[config.mk]
export PLATFORM = sky130hd
export DESIGN_NAME = sprite_pixel_fetch
export DESIGN_NICKNAME = d
export VERILOG_FILES = /design/src/rtl/sprite_pixel_fetch.sv
export SDC_FILE = /design/constraint.sdc
export NUM_CORES = 1
export LEC_CHECK = 0
export ABC_AREA = 1
export BUFFER_PORTS_ARGS = -buffer_cell sky130_fd_sc_hd__buf_2
export CORE_UTILIZATION = 25
export CTS_CLUSTER_DIAMETER = 30
export DETAILED_ROUTE_END_ITERATION = 7
export REMOVE_ABC_BUFFERS = 1
export SYNTH_ARGS = -nofsm -noshare
export SYNTH_HDL_FRONTEND = slang
export SYNTH_SLANG_ARGS = --single-unit
[constraint.sdc]
create_clock -name clock -period 6.7 [get_ports clock]
set_clock_uncertainty 0.15 [all_clocks]
set_input_delay 0.67 -clock clock [delete_from_list [all_inputs] [get_ports clock]]
set_output_delay 0.67 -clock clock [all_outputs]
set_load 0.01 [all_outputs]
[src/rtl/sprite_pixel_fetch.sv]
// Maps scan coordinates onto one per-frame-latched sprite, addresses its 1-bit ROM and emits coloured pixels.
// Latency: fixed 3 cycles scan -> pix, one pixel per cycle fully pipelined.
// Backpressure: none; the scan stream never stalls. Optional SPRITE_MIRROR_EN adds the mirror port and horizontal flip.
module sprite_pixel_fetch #(
    parameter int SPR_W  = 147,
    parameter int SPR_H  = 144,
    parameter int ADDR_W = 15,
    parameter int X_W    = 10,
    parameter int Y_W    = 9,
    parameter int COL_W  = 9,
    parameter logic [COL_W-1:0] COLOUR = 9'h1FF
) (
    input  logic              clock,
    input  logic              reset,
    input  logic              frame_start,
    input  logic [X_W-1:0]    pos_x,
    input  logic [Y_W-1:0]    pos_y,
    input  logic              visible,
`ifdef SPRITE_MIRROR_EN
    input  logic              mirror,
`endif
    input  logic              scan_valid,
    input  logic [X_W-1:0]    scan_x,
    input  logic [Y_W-1:0]    scan_y,
    output logic [ADDR_W-1:0] rom_address,
    input  logic              rom_q,
    output logic              pix_valid,
    output logic [X_W-1:0]    pix_x,
    output logic [Y_W-1:0]    pix_y,
    output logic              pix_on,
    output logic [COL_W-1:0]  pix_colour
);

    generate
        if (SPR_W * SPR_H > (1 << ADDR_W)) begin : g_addr_too_small
            $error("sprite_pixel_fetch: SPR_W*SPR_H does not fit in ADDR_W address bits");
        end
    endgenerate

    localparam logic [X_W:0]      SPR_W_X  = (X_W + 1)'(SPR_W);
    localparam logic [Y_W:0]      SPR_H_Y  = (Y_W + 1)'(SPR_H);
    localparam logic [ADDR_W-1:0] STRIDE   = ADDR_W'(SPR_W);
`ifdef SPRITE_MIRROR_EN
    localparam logic [X_W-1:0]    LAST_COL = X_W'(SPR_W - 1);
`endif

    // Per-frame shadow of the sprite placement
    logic [X_W-1:0]    act_x_q, act_x_d;
    logic [Y_W-1:0]    act_y_q, act_y_d;
    logic              act_vis_q, act_vis_d;
`ifdef SPRITE_MIRROR_EN
    logic              act_mir_q, act_mir_d;
`endif

    // Stage 1
    logic [ADDR_W-1:0] rom_address_q, rom_address_d;
    logic              hit_1_q, hit_1_d;
    logic              valid_1_q, valid_1_d;
    logic [X_W-1:0]    x_1_q, x_1_d;
    logic [Y_W-1:0]    y_1_q, y_1_d;

    // Stage 2 (aligned with the ROM read)
    logic              hit_2_q, hit_2_d;
    logic              valid_2_q, valid_2_d;
    logic [X_W-1:0]    x_2_q, x_2_d;
    logic [Y_W-1:0]    y_2_q, y_2_d;

    // Stage 3 outputs
    logic              pix_valid_q, pix_valid_d;
    logic              pix_on_q, pix_on_d;
    logic [COL_W-1:0]  pix_colour_q, pix_colour_d;
    logic [X_W-1:0]    pix_x_q, pix_x_d;
    logic [Y_W-1:0]    pix_y_q, pix_y_d;

    // Stage 0 combinational terms
    logic              in_x, in_y, hit_0;
    logic [X_W-1:0]    col_off, col_eff;
    logic [Y_W-1:0]    row_off;
    logic [ADDR_W-1:0] addr_0;

    // Widened compares so a sprite hanging past the screen edge clips instead of wrapping
    always_comb begin
        in_x    = ({1'b0, scan_x} >= {1'b0, act_x_q}) &&
                  ({1'b0, scan_x} <  ({1'b0, act_x_q} + SPR_W_X));
        in_y    = ({1'b0, scan_y} >= {1'b0, act_y_q}) &&
                  ({1'b0, scan_y} <  ({1'b0, act_y_q} + SPR_H_Y));
        hit_0   = scan_valid & act_vis_q & in_x & in_y;
        col_off = scan_x - act_x_q;
        row_off = scan_y - act_y_q;
`ifdef SPRITE_MIRROR_EN
        col_eff = act_mir_q ? (LAST_COL - col_off) : col_off;
`else
        col_eff = col_off;
`endif
        addr_0  = (ADDR_W'(row_off) * STRIDE) + ADDR_W'(col_eff);
    end

    always_comb begin
        act_x_d   = frame_start ? pos_x   : act_x_q;
        act_y_d   = frame_start ? pos_y   : act_y_q;
        act_vis_d = frame_start ? visible : act_vis_q;
`ifdef SPRITE_MIRROR_EN
        act_mir_d = frame_start ? mirror  : act_mir_q;
`endif

        // Address holds on misses so the ROM sees no needless toggling
        rom_address_d = hit_0 ? addr_0 : rom_address_q;
        hit_1_d       = hit_0;
        valid_1_d     = scan_valid;
        x_1_d         = scan_x;
        y_1_d         = scan_y;

        hit_2_d       = hit_1_q;
        valid_2_d     = valid_1_q;
        x_2_d         = x_1_q;
        y_2_d         = y_1_q;

        pix_valid_d   = valid_2_q;
        pix_on_d      = hit_2_q & rom_q;
        pix_colour_d  = pix_on_d ? COLOUR : '0;
        pix_x_d       = x_2_q;
        pix_y_d       = y_2_q;
    end

    always_ff @(posedge clock) begin
        if (reset) begin
            act_x_q       <= '0;
            act_y_q       <= '0;
            act_vis_q     <= 1'b0;
`ifdef SPRITE_MIRROR_EN
            act_mir_q     <= 1'b0;
`endif
            rom_address_q <= '0;
            hit_1_q       <= 1'b0;
            valid_1_q     <= 1'b0;
            x_1_q         <= '0;
            y_1_q         <= '0;
            hit_2_q       <= 1'b0;
            valid_2_q     <= 1'b0;
            x_2_q         <= '0;
            y_2_q         <= '0;
            pix_valid_q   <= 1'b0;
            pix_on_q      <= 1'b0;
            pix_colour_q  <= '0;
            pix_x_q       <= '0;
            pix_y_q       <= '0;
        end else begin
            act_x_q       <= act_x_d;
            act_y_q       <= act_y_d;
            act_vis_q     <= act_vis_d;
`ifdef SPRITE_MIRROR_EN
            act_mir_q     <= act_mir_d;
`endif
            rom_address_q <= rom_address_d;
            hit_1_q       <= hit_1_d;
            valid_1_q     <= valid_1_d;
            x_1_q         <= x_1_d;
            y_1_q         <= y_1_d;
            hit_2_q       <= hit_2_d;
            valid_2_q     <= valid_2_d;
            x_2_q         <= x_2_d;
            y_2_q         <= y_2_d;
            pix_valid_q   <= pix_valid_d;
            pix_on_q      <= pix_on_d;
            pix_colour_q  <= pix_colour_d;
            pix_x_q       <= pix_x_d;
            pix_y_q       <= pix_y_d;
        end
    end

    assign rom_address = rom_address_q;
    assign pix_valid   = pix_valid_q;
    assign pix_on      = pix_on_q;
    assign pix_colour  = pix_colour_q;
    assign pix_x       = pix_x_q;
    assign pix_y       = pix_y_q;

endmodule

==> results.md <==
- Hold-fix buffers, CTS: 0
- Worst IR Drop VDD: 0.000233 V
- Starting DRT DRC Count: 265
- DP Area: 6770 um2
- Synth-to-Final Area Change: 16.1%
- Slowest stage delay, CP: 540 ps
- Via density: 4.01
- Largest net degree at the start of global routing: 65
- CP startpoint kind: primary input
- Synth Cell Area: 6090 um2
- Worst r2r path cells: 25
- Largest area contributor in the netlist: dfxtp_1
- Final ANT Viol Nets: 0
- Vias in the first global route: 4524
- Hold path start: y_1_q[4]
- Run status: finished clean
- Post-CTS Resized: 0
- Total GRT Usage: 11.0%
- Synth top cells by count: inv_1 (167), nand2_1 (112), nor2_1 (109), dfxtp_1 (98), ha_1 (77)
- Die Y: 158 um
- CTS clk-pin slew, worst paths: 80 ps
- Clock root buffer: clkbuf_16
- Arrival time worst endpoint: 5410 ps
- Final min period: 5300 ps
- Register area share after synthesis: 32.2%
- Antenna diode count: 0
- Crit share post-route: 79.1%
- TritonCTS clock tree: built
- CP max FO: 4
- FF-to-FF Start: act_x_q[0]
- Yosys top cell area share: 32.2%
- MaxCap Viol Count: 0
- Endpoints failing hold: 0
- Top cells by area, synth: dfxtp_1 (32%), ha_1 (16%), inv_1 (10%)
- Slowest cell on crit path: fa_1
- Worst Hold Endpoint: pix_y_d[4]
- Top FF cell, synth: dfxtp_1
- First-pass GRT wire length: 21500 um
- Seq cells post-synth: 98
- Reg-to-Reg End: rom_address[12]
- Crit path kind: in -> reg
- Detailed Place HPWL: 10200 um
- Pleak: 0.00368 uW
- Grt total ovfl: 0
- Drt drc: 0
- Setup TNS Final: 0 ps
- Warnings, synthesis: 0
- Max Root-Sink Buffers: 2
- Fin area: 7060 um2
- Post-synth ARST share: 0%
- Count of unique library cells instantiated by Yosys: 32
- Final Instance Count excl. Fillers: 1196
- Fillers: 2633
- R2R setup slack: 1570 ps
- Initial antenna violation count: 2
- Slew margin rel.: 27.7%
- Core Area: 23700 um2
- Setup violations, final: 0
- Worst slew pin tran: 1080 ps
- H-tree depth: 3
- Crit. End Element: register
- Unrepaired setup endpoints after global routing: false
- Die footprint: 25000 um2
- Hold Path Cell Cnt: 2
- Slew Limit Fails: 0
- Crit-path most repeated cell: nand2_1
- Top-count cell post-synth: inv_1
- Worst hold path type: reg -> reg
- DIE WIDTH: 158 um
- Input/output buffers: 88
- # nets final: 1013
- Syn Inst Count: 799
- IO Pins: 89
- Fmax: 0.189 GHz
- Share of cells above drive strength 1: 13.2%
- CTS sink cnt: 98
- Total iterations of the first detailed-routing run: 4
- Post-CTS Setup Repair Bufs: 0
- Initial core utilization: 25.7%
- Inst Count DP: 1180
- Post-Route WL: 13000 um
- EDFF count, synth: 0
- CTS Buf Count: 9
- CP required: 6810 ps
- Syn_area_per_cell: 7.62 um2
- Row count: 56
- Pwr Density: 411 nW/um2
- Clock latency on the worst-skew pair: 360 ps
- Vias: 4798
- Placer Congestion: 0.877
- WL/cell: 10.9 um
## per-stage QoR
step / util [%] / total power, uW / hold WS (ps) / setup WS [ps]
floorplan: - / 2020 / 238 / 1510
global placement: 28.6 / 2400 / 238 / 1100
detailed placement: 28.6 / 2380 / 242 / 1030
CTS: 29.8 / 2930 / 248 / 1410
global route: 29.8 / 3230 / 265 / 1050
finish: 29.8 / 2900 / 242 / 1400
## logic make-up after synthesis
group	share of synthesized area, %
simple gates	18.8
buf+inv	13.3
compound gates	8.63
flops	32.2
fa+ha+maj	22.4
xor+xnor	4.61
## worst max-delay path: cells and delay by family
| kind | cells | cell delay, ps |
|---|---|---|
| and+or+nand+nor | 13 | 1130 |
| buffers and inverters | 4 | 260 |
| xor gates and xnor gates | 1 | 190 |
| AOI/OAI and AO/OA | 2 | 390 |
| adders and majority gates | 7 | 2760 |
## how the worst max path moves through the flow
stage                         start              end  slack (ps)  cells after the start
after floorplan           scan_x[0]  rom_address[12]        1510                     26
after CTS                 scan_x[0]  rom_address[12]        1410                     27
final                     scan_x[0]  rom_address[12]        1400                     27
after global placement    scan_x[0]  rom_address[12]        1100                     27
after global routing      scan_y[0]  rom_address[12]        1050                     29
after detailed placement  scan_x[0]  rom_address[12]        1030                     27
## registers in the layout (all words and copies together), names as in the netlist, 9 cells and up
signal / count
act_x_q: 10
act_y_q: 9
pix_x: 10
pix_x_d: 10
pix_y: 9
pix_y_d: 9
rom_address: 15
x_1_q: 10
y_1_q: 9
## routing by layer
layer / vias up / part of all wire [%] / GRT usage [%]
met5: - / 0.061 / 0
met4: 2 / 1.1 / 3.53
met2: 77 / 45 / 18.6
li1: 2602 / - / -
met1: 2106 / 48 / 13.4
met3: 11 / 5.8 / 3.34
## power breakdown
group	leakage [uW]	switching [uW]	internal (uW)	total [uW]
clock network	0.000147	252	271	523
registers	0.000805	10.5	607	618
logic	0.00273	1070	687	1760
## final cells by class
type | instances | area (um2) | area share [%]
multi-input combinational | 503 | 3320 | 46.9
sequential | 98 | 1960 | 27.8
inverter | 171 | 642 | 9.09
timing repair buffer | 89 | 448 | 6.34
tap | 319 | 399 | 5.65
clock buffer | 10 | 239 | 3.38
clock inverter | 6 | 57.6 | 0.815
## cells in the final DEF (no fill, tap or decap)
master and instances:
a21boi_0 2, a21o_1 3, a21oi_1 56, a21oi_2 1
a31oi_1 2, and2_1 1, buf_2 88, buf_4 1
clkbuf_16 9, clkbuf_8 1, clkinv_1 2, clkinv_4 3
dfxtp_1 98, fa_1 20, ha_1 77, inv_1 167
inv_2 2, inv_6 1, inv_8 2, nand2_1 112
nand2_2 6, nand3_1 34, nand3_2 1, nand3b_1 6
nand4_1 2, nor2_1 109, nor2_8 1, nor3_1 3
o2111ai_1 1, o21a_1 1, o21ai_0 31, o21bai_1 2
xnor2_1 6, xor2_1 26
No activity file was read; power rests on OpenSTA's default activity.
